### src/rtl/reg_access_ctrl.sv
// Register-file access controller: turns write-fill and read-burst commands
// into single-cycle register-file strobes and a read response stream.
module reg_access_ctrl (
    input  logic       clk,
    input  logic       rst,
    input  logic       cmd_valid,
    output logic       cmd_ready,
    input  logic       cmd_wr,
    input  logic [1:0] cmd_addr,
    input  logic [1:0] cmd_len,
    input  logic [7:0] cmd_wdata,
    output logic       rf_w_en,
    output logic       rf_r_en,
    output logic [1:0] rf_addr,
    output logic [7:0] rf_wdata,
    input  logic [7:0] rf_rdata,
    output logic       rsp_valid,
    input  logic       rsp_ready,
    output logic [7:0] rsp_data,
    output logic       rsp_last,
    output logic       busy,
    output logic [1:0] dbg_state
);

    // Handshakes: a transfer happens on a rising edge where valid && ready are
    // both 1; the offering side holds its payload stable until that edge, and
    // ready never depends combinationally on valid.
    typedef enum logic [1:0] {
        IDLE = 2'd0,
        WR   = 2'd1,
        RD   = 2'd2,
        RSP  = 2'd3
    } state_t;

    state_t     state, state_nx;
    logic [1:0] cur_addr, cur_addr_nx;
    logic [1:0] beat_cnt, beat_cnt_nx;
    logic [7:0] wdata_q, wdata_nx;
    logic [7:0] rsp_data_q, rsp_data_nx;
    logic       rsp_valid_q, rsp_valid_nx;
    logic       rsp_last_q, rsp_last_nx;

    always_ff @(posedge clk or negedge rst) begin
        if (!rst) begin
            state       <= IDLE;
            cur_addr    <= 2'd0;
            beat_cnt    <= 2'd0;
            wdata_q     <= 8'd0;
            rsp_data_q  <= 8'd0;
            rsp_valid_q <= 1'b0;
            rsp_last_q  <= 1'b0;
        end else begin
            state       <= state_nx;
            cur_addr    <= cur_addr_nx;
            beat_cnt    <= beat_cnt_nx;
            wdata_q     <= wdata_nx;
            rsp_data_q  <= rsp_data_nx;
            rsp_valid_q <= rsp_valid_nx;
            rsp_last_q  <= rsp_last_nx;
        end
    end

    always_comb begin
        state_nx     = state;
        cur_addr_nx  = cur_addr;
        beat_cnt_nx  = beat_cnt;
        wdata_nx     = wdata_q;
        rsp_data_nx  = rsp_data_q;
        rsp_valid_nx = rsp_valid_q;
        rsp_last_nx  = rsp_last_q;
        case (state)
            IDLE: begin
                if (cmd_valid) begin
                    cur_addr_nx = cmd_addr;
                    beat_cnt_nx = cmd_len;
                    wdata_nx    = cmd_wdata;
                    state_nx    = cmd_wr ? WR : RD;
                end
            end
            WR: begin
                if (beat_cnt == 2'd0) begin
                    state_nx = IDLE;
                end else begin
                    cur_addr_nx = cur_addr + 2'd1;
                    beat_cnt_nx = beat_cnt - 2'd1;
                end
            end
            RD: begin
                rsp_data_nx  = rf_rdata;
                rsp_valid_nx = 1'b1;
                rsp_last_nx  = (beat_cnt == 2'd0);
                state_nx     = RSP;
            end
            RSP: begin
                // The next register read is only issued once this beat is consumed.
                if (rsp_ready) begin
                    rsp_valid_nx = 1'b0;
                    if (rsp_last_q) begin
                        state_nx = IDLE;
                    end else begin
                        cur_addr_nx = cur_addr + 2'd1;
                        beat_cnt_nx = beat_cnt - 2'd1;
                        state_nx    = RD;
                    end
                end
            end
            default: state_nx = IDLE;
        endcase
    end

    // All register-file strobes are decoded from registered state only.
    assign cmd_ready = (state == IDLE) && rst;
    assign rf_w_en   = (state == WR);
    assign rf_r_en   = (state == RD);
    assign rf_addr   = (state == WR || state == RD) ? cur_addr : 2'd0;
    assign rf_wdata  = (state == WR) ? wdata_q : 8'd0;
    assign rsp_valid = rsp_valid_q;
    assign rsp_data  = rsp_data_q;
    assign rsp_last  = rsp_last_q;
    assign busy      = (state != IDLE);
    assign dbg_state = state;

endmodule

### config.mk
export PLATFORM = sky130hd
export DESIGN_NAME = reg_access_ctrl
export DESIGN_NICKNAME = d
export VERILOG_FILES = /design/src/rtl/reg_access_ctrl.sv
export SDC_FILE = /design/constraint.sdc
export NUM_CORES = 1
export LEC_CHECK = 0
export CAP_MARGIN = 20
export CORE_MARGIN = 10
export CORE_UTILIZATION = 45
export CTS_BUF_LIST = sky130_fd_sc_hd__clkbuf_16
export DETAILED_ROUTE_END_ITERATION = 8
export PLACE_DENSITY = 0.84
export SYNTH_ARGS = -nofsm -noshare
export SYNTH_HDL_FRONTEND = slang
export SYNTH_SLANG_ARGS = --single-unit
### constraint.sdc
create_clock -name clk -period 4.1 [get_ports clk]
set_input_delay 0.41 -clock clk [delete_from_list [all_inputs] [get_ports clk]]
set_output_delay 0.41 -clock clk [all_outputs]
set_load 0.02 [all_outputs]
Yosys cells after proc, flatten, opt, wreduce, memory -nomap -nowiden. Index checks and enable logic that the tools add are counted.

Equal/unequal tests: 8. Div/mod/pow operators: 0. Reductions and logical operators: 11. Shift operators: 0. Mux-type cells: 20. Add/subtract/negate cells: 2. $mul: 0. Bitwise logic cells: 0. Order comparisons: 0.

Operators with widths (count): 2-to-1 mux 2 bit (14); case mux 2 bit (3 select lines) (2); 2-to-1 mux 8 bit (1); != test 2 bit, second input constant (4); case mux 2 bit (4 select lines) (1); AND reduction 5 bit (1); == test 2 bit, second input constant (2); logical NOT 2 bit (2); AND reduction 2 bit (2); nonzero test 2 bit (2); AND reduction 3 bit (1); nonzero test 3 bit (1); adder 2 x 1 -> 2 bit, second input constant (1); == test 2 x 1 -> 1 bit, second input constant (1); != test 2 x 1 -> 1 bit, second input constant (1); case mux 1 bit (2 select lines) (1); subtractor 2 x 1 -> 2 bit, second input constant (1); logical AND 1 bit (1); logical OR 1 bit (1); 2-to-1 mux 1 bit (1).

RAM bits: 0. Bits of input ports: 25. Register bits after elaboration: 24. Logic and storage cells: 48. Output and inout port bits: 26. Bits in read-only memories: 0. Bits in latches: 0. Memories: 0.

Longest topological paths before layout. Gate-level depths: netlist (run 1).

Word-level depth: 4. Gate-level depth with buffers: 6.

Worst setup path after synthesis (run 1). OpenSTA, ideal clock, no wires.

Path kind: register to register. From: register state[0] (netlist: dbg_state[0]). To: register beat_cnt[1]. Path slack: 2024 ps. Library setup time: 125 ps. Data arrival time: 1951 ps. Cell stages (with the launch flop): 6. Path buffers: 0. Path through: dfrtp_1 inv_1 ha_1 a221o_1 or3_4 mux2_4.

Longest elaborated chain between the ends: 3. Elaborated cells between the ends (all ways): 10.

RTL lines: from (decl) (line 35) `state_t state, state_nx;`; from (signal assigned) (line 53) `state <= state_nx;`; == test 2 bit, or another cell as far along (line 71) `case (state)`; != test 2 bit (no source line) or nonzero test 3 bit (tied branches); AND reduction 5 bit (no source line); to (signal assigned) (line 55) `beat_cnt <= beat_cnt_nx;`; to (decl) (line 37) `logic [1:0] beat_cnt, beat_cnt_nx;`.

Several ways; a longest one is shown, not always the timed one. A chain may end at the register's enable or synchronous reset.

Worst setup path in the final report (run 1).
From: register state[1] (netlist: dbg_state[1]). To: output port rf_wdata[1].

Longest elaborated chain between the ends: 2.

RTL lines: == test 2 x 1 -> 1 bit (line 116) `assign rf_wdata = (state == WR) ? wdata_q : 8'd0;`; 2-to-1 mux 8 bit (line 116); to (decl) (line 15) `output logic [7:0] rf_wdata,`.

Every way passes these cells.

==> results.md, run 1 <==
* Status: finished clean
* PD cells at around 840 mW/mm^2
* Crit. End Element: output port
* Worst-margin pin slew at about 0.58 ns
* Adder-cell share of the synthesized area at between 8 and 9%
* Clock tree buffer depth at 2
* Final #Nets at 188
* Total number of vias at 942
* Residual DRC at 0
* GRT overflow at 0
* Post-Synth XOR/XNOR Area at 0%
* Die X at just over 70 um
* Row cnt at 18
* Sw Ratio at 38.0%
* P_int at 957 uW
* Placeable Area at 0.00254 mm^2
* Multi-input gate area at approximately 590 um^2
* Syn Nets at 135
* Pin count of the biggest net entering global routing at 26
* Clock Root Buffer: clkbuf_16
* Post-synthesis mux area share at 19.3%
* Reg-to-reg setup timing slack at roughly 1.9 ns
* Sequential Power Share at 28.7%
* First-pass GRT wire length at 4940 um
* WL per Instance at 16.8 um
* Area leader, netlist: dfrtp_1
* Port buffer count at 50
* Minimum clock period at 2.52 ns
* Final antenna-violating net count at 0
* Met3 GRT Util at 7.07%
* Initial Util at 48.3%
* Largest family of logic cells by synthesized area: multiplexers
* Worst Path Class, Setup: reg2out
* Top cells by count, synth: dfrtp_1 (24), mux2_2 (17), and2_1 (11), ha_1 (8), inv_1 (6)
* Register Area at 601 um^2
* CTS tree: yes
* Layer carrying the most global-route usage: met2
* Library cells used by synthesis at 27
* Antenna violations before repair at 0
* # hold bufs at CTS at 0
* Clock Sinks at 24
* Post-synthesis cell area at roughly 0.0012 mm^2
* Fillers at 173
* Synth top area share at roughly half
* Ys flop type: dfrtp_1
* Post-CTS Resized at 0
* CP max-delay cell: clkdlybuf4s50_1
* Area delta synth->final at 49.7%
* Critical Path AT at 2.11 ns
* CP top delay family: buffers and inverters
* Maximum VDD drop at approximately 0.65 mV
* Area contributors post-synth: dfrtp_1 (49%), mux2_2 (16%), ha_1 (8.1%), and2_1 (5.6%), nor2b_1 (2.0%)
* Max stage delay on crit path at 0.61 ns
* DP HPWL at 2520 um
* Finished Layout Cells at 184
* Worst-path cell chain: inv_1 -> ha_1 -> and2_1 -> clkdlybuf4s50_1
* Die ar. at 0.00522 mm^2
* Post-synth EDFFs at 0
* CTS buffer count at 3
* Power share of the combinational group at ~58%
* Setup Fix Bufs, Post-CTS at 0
* Ys async rst share at 100%
* Leakage at 0.790 nW
* H-tree depth at 1
* Rel. slew slack at approximately 60%
* Startpoint Class: flop
* IO Pins at 51
* Layout cell share with drive strength beyond 1 at 15.6%
* MaxCap Viol Count at 0
* Max Slew Vio Count at 0
* Sw power at 586 uW
* Die H at 72.3 um
* Clk pwr share at 13.4%
* Count of final hold-check violations at 0
* Mean area per synthesized cell at 12.1 um^2
* Flops & latches, synth at 24
* Drt initial violations at 41
* Inst Count DP at 180
* Most common cell in the netlist: dfrtp_1
* Vias in the first global route at ~1,000
* Simple-Gate Fraction of Synth Area at a little over an eighth
* RSZ-0062 raised after global routing: no
* Type of the tightest min-delay check: reg2reg
* Clk Latency, worst-skew pair at 0.25 ns
* Tcrit/Tclk final at 61.5%
* DRT Pass-1 Iters at 4
* WP buf/inv at 2
* Fin Clk Skew at 0.00211 ns
* Via density at 5.12
* Synth Instances at 102
* Clock-pin slew on the worst setup and hold paths at about 0.06 ns
* TNS Setup at 0 ns
* YS warnings at 0
* Met1 usage at 11.5%
* Compound-Gate Fraction of Synth Area at 7.32%
* Diode count at 0
* Final WL at 3100 um
* GR Layer Usage met2 at 20.9%
* Fmax at 0.396 GHz
* Critical path fanouts, max at 15
* Tot GR Track Use at a little under an eighth
* # setup viols final at 0
* Final Wtd Congestion at 0.839
* Worst path required time at 3.69 ns
* Seq/Total Area, Yosys at 48.8%
==> power by group through the flow <==
stage / Clock (mW) / Combinational, mW / Sequential, mW
CTS: 0.212 / 0.910 / 0.444
detailed placement: 0 / 0.905 / 0.446
floorplan: 0 / 0.488 / 0.499
global route: 0.222 / 0.965 / 0.460
global placement: 0 / 0.886 / 0.434
finish: 0.206 / 0.895 / 0.443
==> routing by layer <==
metal	wire [um]	up-vias
met5	0	-
met4	0	0
met3	305	0
met2	1670	28
met1	1120	456
li1	-	458
==> area by class of cell <==
class | count | share of cell area (%)
clock buffer | 3 | 4.08
clock inverter | 1 | 0.204
inverter | 6 | 1.22
multi-input combinational | 69 | 32.3
sequential | 24 | 32.6
tap | 30 | 2.04
timing repair buffer | 51 | 27.6
==> cells by family (layout without fill, tap and decap cells) <==
family                   count (synthesis)  in the layout
buffers and inverters                    9             61
flip-flops                              24             24
AO/OA/AOI/OAI                           12             12
adder cells (fa/ha/maj)                  8              8
AND/OR/NAND/NOR                         28             28
multiplexers                            21             21
==> flip-flops by register name, summed over array words and instances, names as in the netlist <==
register and cells:
beat_cnt 2, cur_addr 2, dbg_state 2, rsp_data 8, rsp_last 1, rsp_valid 1, wdata_q 8
==> worst paths after layout <==
kind                                               start  depth (start not counted)                 endpoint
worst max-delay path            dbg_state[1]$_DFFE_PN0P_                          4              rf_wdata[1]
worst min-delay path             beat_cnt[0]$_DFFE_PN0P_                          1  beat_cnt[0]$_DFFE_PN0P_
worst max register to register  dbg_state[0]$_DFFE_PN0P_                          5  beat_cnt[1]$_DFFE_PN0P_
worst min register to register   beat_cnt[0]$_DFFE_PN0P_                          1  beat_cnt[0]$_DFFE_PN0P_
max in group asynchronous                            rst                          2   wdata_q[4]$_DFFE_PN0P_
min in group asynchronous                            rst                          2  rsp_data[6]$_DFFE_PN0P_
==> through the flow <==
stage	power (mW)	util (%)	setup slack (ns)	cell area [um^2]	hold WS, ns
after CTS	1.57	72.4	1.54	1840	0.493
final	1.54	72.4	1.58	1840	0.494
after global placement	1.32	69.3	1.74	1760	0.473
after floorplan	0.987	-	2.02	1230	0.114
after detailed placement	1.35	69.3	1.73	1760	0.476
after global routing	1.65	72.4	1.41	1840	0.505
==> layout by cell type (no fill, tap or decap), drive strengths merged, types with 2 or more instances in the layout <==
cell type,n
mux2i,2
inv,6
clkdlybuf4s50,50
mux2,19
o21ai,2
o41ai,2
ha,8
and2,11
nand2,3
nor2,2
dfrtp,24
o31ai,3
nor3b,2
nor2b,4
nor3,3
clkbuf,3
No activity file was read; power rests on OpenSTA's default activity.
==> run 2: changes to the inputs <==
--- a/config.mk
+++ b/config.mk
@@ -7,10 +7,10 @@
 export LEC_CHECK = 0
 export CAP_MARGIN = 20
 export CORE_MARGIN = 10
-export CORE_UTILIZATION = 45
+export CORE_UTILIZATION = 38
 export CTS_BUF_LIST = sky130_fd_sc_hd__clkbuf_16
 export DETAILED_ROUTE_END_ITERATION = 8
-export PLACE_DENSITY = 0.84
+export PLACE_DENSITY = 0.75
 export SYNTH_ARGS = -nofsm -noshare
 export SYNTH_HDL_FRONTEND = slang
 export SYNTH_SLANG_ARGS = --single-unit
==> constraint.sdc (replaced) <==
create_clock -name clk -period 2.1 [get_ports clk]
set_input_delay 0.21 -clock clk [delete_from_list [all_inputs] [get_ports clk]]
set_output_delay 0.21 -clock clk [all_outputs]
set_load 0.02 [all_outputs]
==> results.md, run 2 (synthesized netlist as in run 1, its figures left out) <==
* Placeable Area at 0.00308 mm^2 (+21%)
* Layout Utilization at 62.0% (-10 points)
* Worst R2R Start: dbg_state[0]$_DFFE_PN0P_
* Row cnt at 20 (+2)
* Commonest non-fill, non-tap cell in the layout: clkdlybuf4s50_1
* WL per Instance at 16.2 um (-3.6%)
* Post-Place Setup Slack at 0.0752 ns (-1.65 ns)
* TNS Setup at 0 ns (unchanged)
* Diode count at 0 (unchanged)
* Crit. End Element: output port
* # hold bufs at CTS at 0 (unchanged)
* Antenna violations before repair at 0 (unchanged)
* Leakage at 0.955 nW (+21%)
* Via density at 4.77 (-6.8%)
* Crit path from: dbg_state[1]$_DFFE_PN0P_
* Max Slew Vio Count at 0 (unchanged)
* Drt initial violations at 89 (+120%)
* WP buf/inv at 4 (+2)
* Die ar. at 0.00591 mm^2 (+13%)
* Rel. slew slack at 76.8% (+15 points)
* IO Pins at 51 (unchanged)
* Cell depth of the worst setup path at 5 (+1)
* H-tree depth at 1 (unchanged)
* Post-CTS Resized at 4 (+4)
* Reg-to-reg setup timing slack at 0.16 ns (-1.75 ns)
* MaxCap Viol Count at 0 (unchanged)
* Setup Fix Bufs, Post-CTS at 0 (unchanged)
* CP max-delay cell: clkdlybuf4s50_1
* Area delta synth->final at 55.2%
* Final WL at 3280 um (+5.8%)
* Setup crit end: busy
* Die X at 76.9 um (+6.4%)
* R2R cell count at 5 (unchanged)
* Startpoint Class: flop
* Pin count of the biggest net entering global routing at 25 (-3.8%)
* Status: finished clean
* Clock-pin slew on the worst setup and hold paths at 0.06 ns (about the same)
* Clock tree buffer depth at 2 (unchanged)
* Max stage delay on crit path at 0.59 ns (-0.02 ns)
* Hold slack final at 0.334 ns (-0.160 ns)
* CTS buffer count at 3 (unchanged)
* Type of the tightest min-delay check: in2async
* Final Wtd Congestion at 0.783 (-6.6%)
* Final WS setup at 0.118 ns (-1.46 ns)
* Worst-path cell chain: inv_1 -> buf_4 -> ha_1 -> inv_1 -> clkdlybuf4s50_1
* Maximum VDD drop at 0.822 mV (+26%)
* PD cells at 1600 mW/mm^2 (+90%)
* Clock Root Buffer: clkbuf_16
* Initial Util at 40.0% (-8.4 points)
* Worst path required time at 1.89 ns (-1.80 ns)
* Total number of vias at 964 (+2.3%)
* Commonest cells after routing, fill and taps aside: clkdlybuf4s50_1 (39), dfrtp_1 (23), mux2_2 (17), and2_1 (11), dlymetal6s2s_1 (8)
* Final instance area at 0.00191 mm^2 (+3.7%)
* # setup viols final at 0 (unchanged)
* Worst Path Class, Setup: reg2out
* Fmax at 0.504 GHz
* Count of final hold-check violations at 0 (unchanged)
* Clock Sinks at 24 (unchanged)
* Most frequent CP cell: inv_1
* Die H at 76.9 um (+6.4%)
* Port buffer count at 50 (unchanged)
* CP top delay family: buffers and inverters
* Final antenna-violating net count at 0 (unchanged)
* Tcrit/Tclk final at 94.4%
* DP HPWL at 2600 um (+3.1%)
* Clk Latency, worst-skew pair at 0.26 ns (about the same)
* DRT Pass-1 Iters at 4 (unchanged)
* GRT overflow at 0 (unchanged)
* Residual DRC at 0 (unchanged)
* Tot GR Track Use at 10.6% (-0.99 points)
* Critical path fanouts, max at 5 (-10)
* Finished Layout Cells at 202 (+9.8%)
* Layout cell share with drive strength beyond 1 at 19.0% (+3.4 points)
* Tot Pwr at 3.05 mW (+97%)
* Fin Clk Skew at 0.00333 ns (+0.00123 ns)
* First-pass GRT wire length at 5090 um (+3.1%)
* Inst Count DP at 198 (+10%)
* Vias in the first global route at 1,056 (+1.2%)
* Reg2reg end: beat_cnt[1]$_DFFE_PN0P_
* Minimum clock period at between 1.5 and 2 ns
* Final #Nets at 192 (+2.1%)
* Worst-margin pin slew at 0.344 ns (-0.233 ns)
* RSZ-0062 raised after global routing: no
* Critical Path AT at 1.77 ns (-0.34 ns)
* CTS tree: yes
* Area post-placement at 0.00181 mm^2 (+2.7%)
## run 2: cell count changes in the layout (fill, tap and decap cells not counted), moves of 3 or more
cell             before  now
buf_4                 1    5
dlygate4sd2_1         0    3
clkdlybuf4s50_1      50   39
dlymetal6s2s_1        0    8
## run 2: worst register-to-register path, cell delays in order (launching register included)
cell,delay (ns)
dfrtp_1,0.46
inv_1,0.12
ha_1,0.24
a221o_1,0.32
or3_4,0.37
mux2_4,0.31
## run 2: worst min-delay path by stage
stage / start / end / slack, ns
6_report: rst / rsp_data[5]$_DFFE_PN0P_ / 0.33
4_1_cts: rst / wdata_q[6]$_DFFE_PN0P_ / 0.34
5_1_grt: rst / wdata_q[6]$_DFFE_PN0P_ / 0.39
3_3_place_gp: rsp_valid$_DFFE_PN0P_ / rsp_valid$_DFFE_PN0P_ / 0.48
3_5_place_dp: wdata_q[7]$_DFFE_PN0P_ / wdata_q[7]$_DFFE_PN0P_ / 0.49
2_1_floorplan: rst / beat_cnt[0]$_DFFE_PN0P_ / -0.09
## run 2: final cells by class
class,instances,area [um^2]
repair buffers,55,554
fillers,279,1170
clock buffers,3,75.1
inverters,6,22.5
multi-input cells,69,597
well taps,44,55.1
clock inverters,1,3.75
flip-flops and latches,24,602
## run 2: layer usage
metal | vias up | track usage (%) | wire length, um
met4 | 0 | 2.23 | 11
met2 | 34 | 17.5 | 1530
met1 | 461 | 11.0 | 1370
met3 | 2 | 7.23 | 365
li1 | 467 | - | -
met5 | - | 0 | 0
## run 2: power breakdown
part	switching, mW	total, mW	internal [mW]
logic	0.850	1.77	0.918
clock network	0.155	0.410	0.254
registers	0.161	0.869	0.708
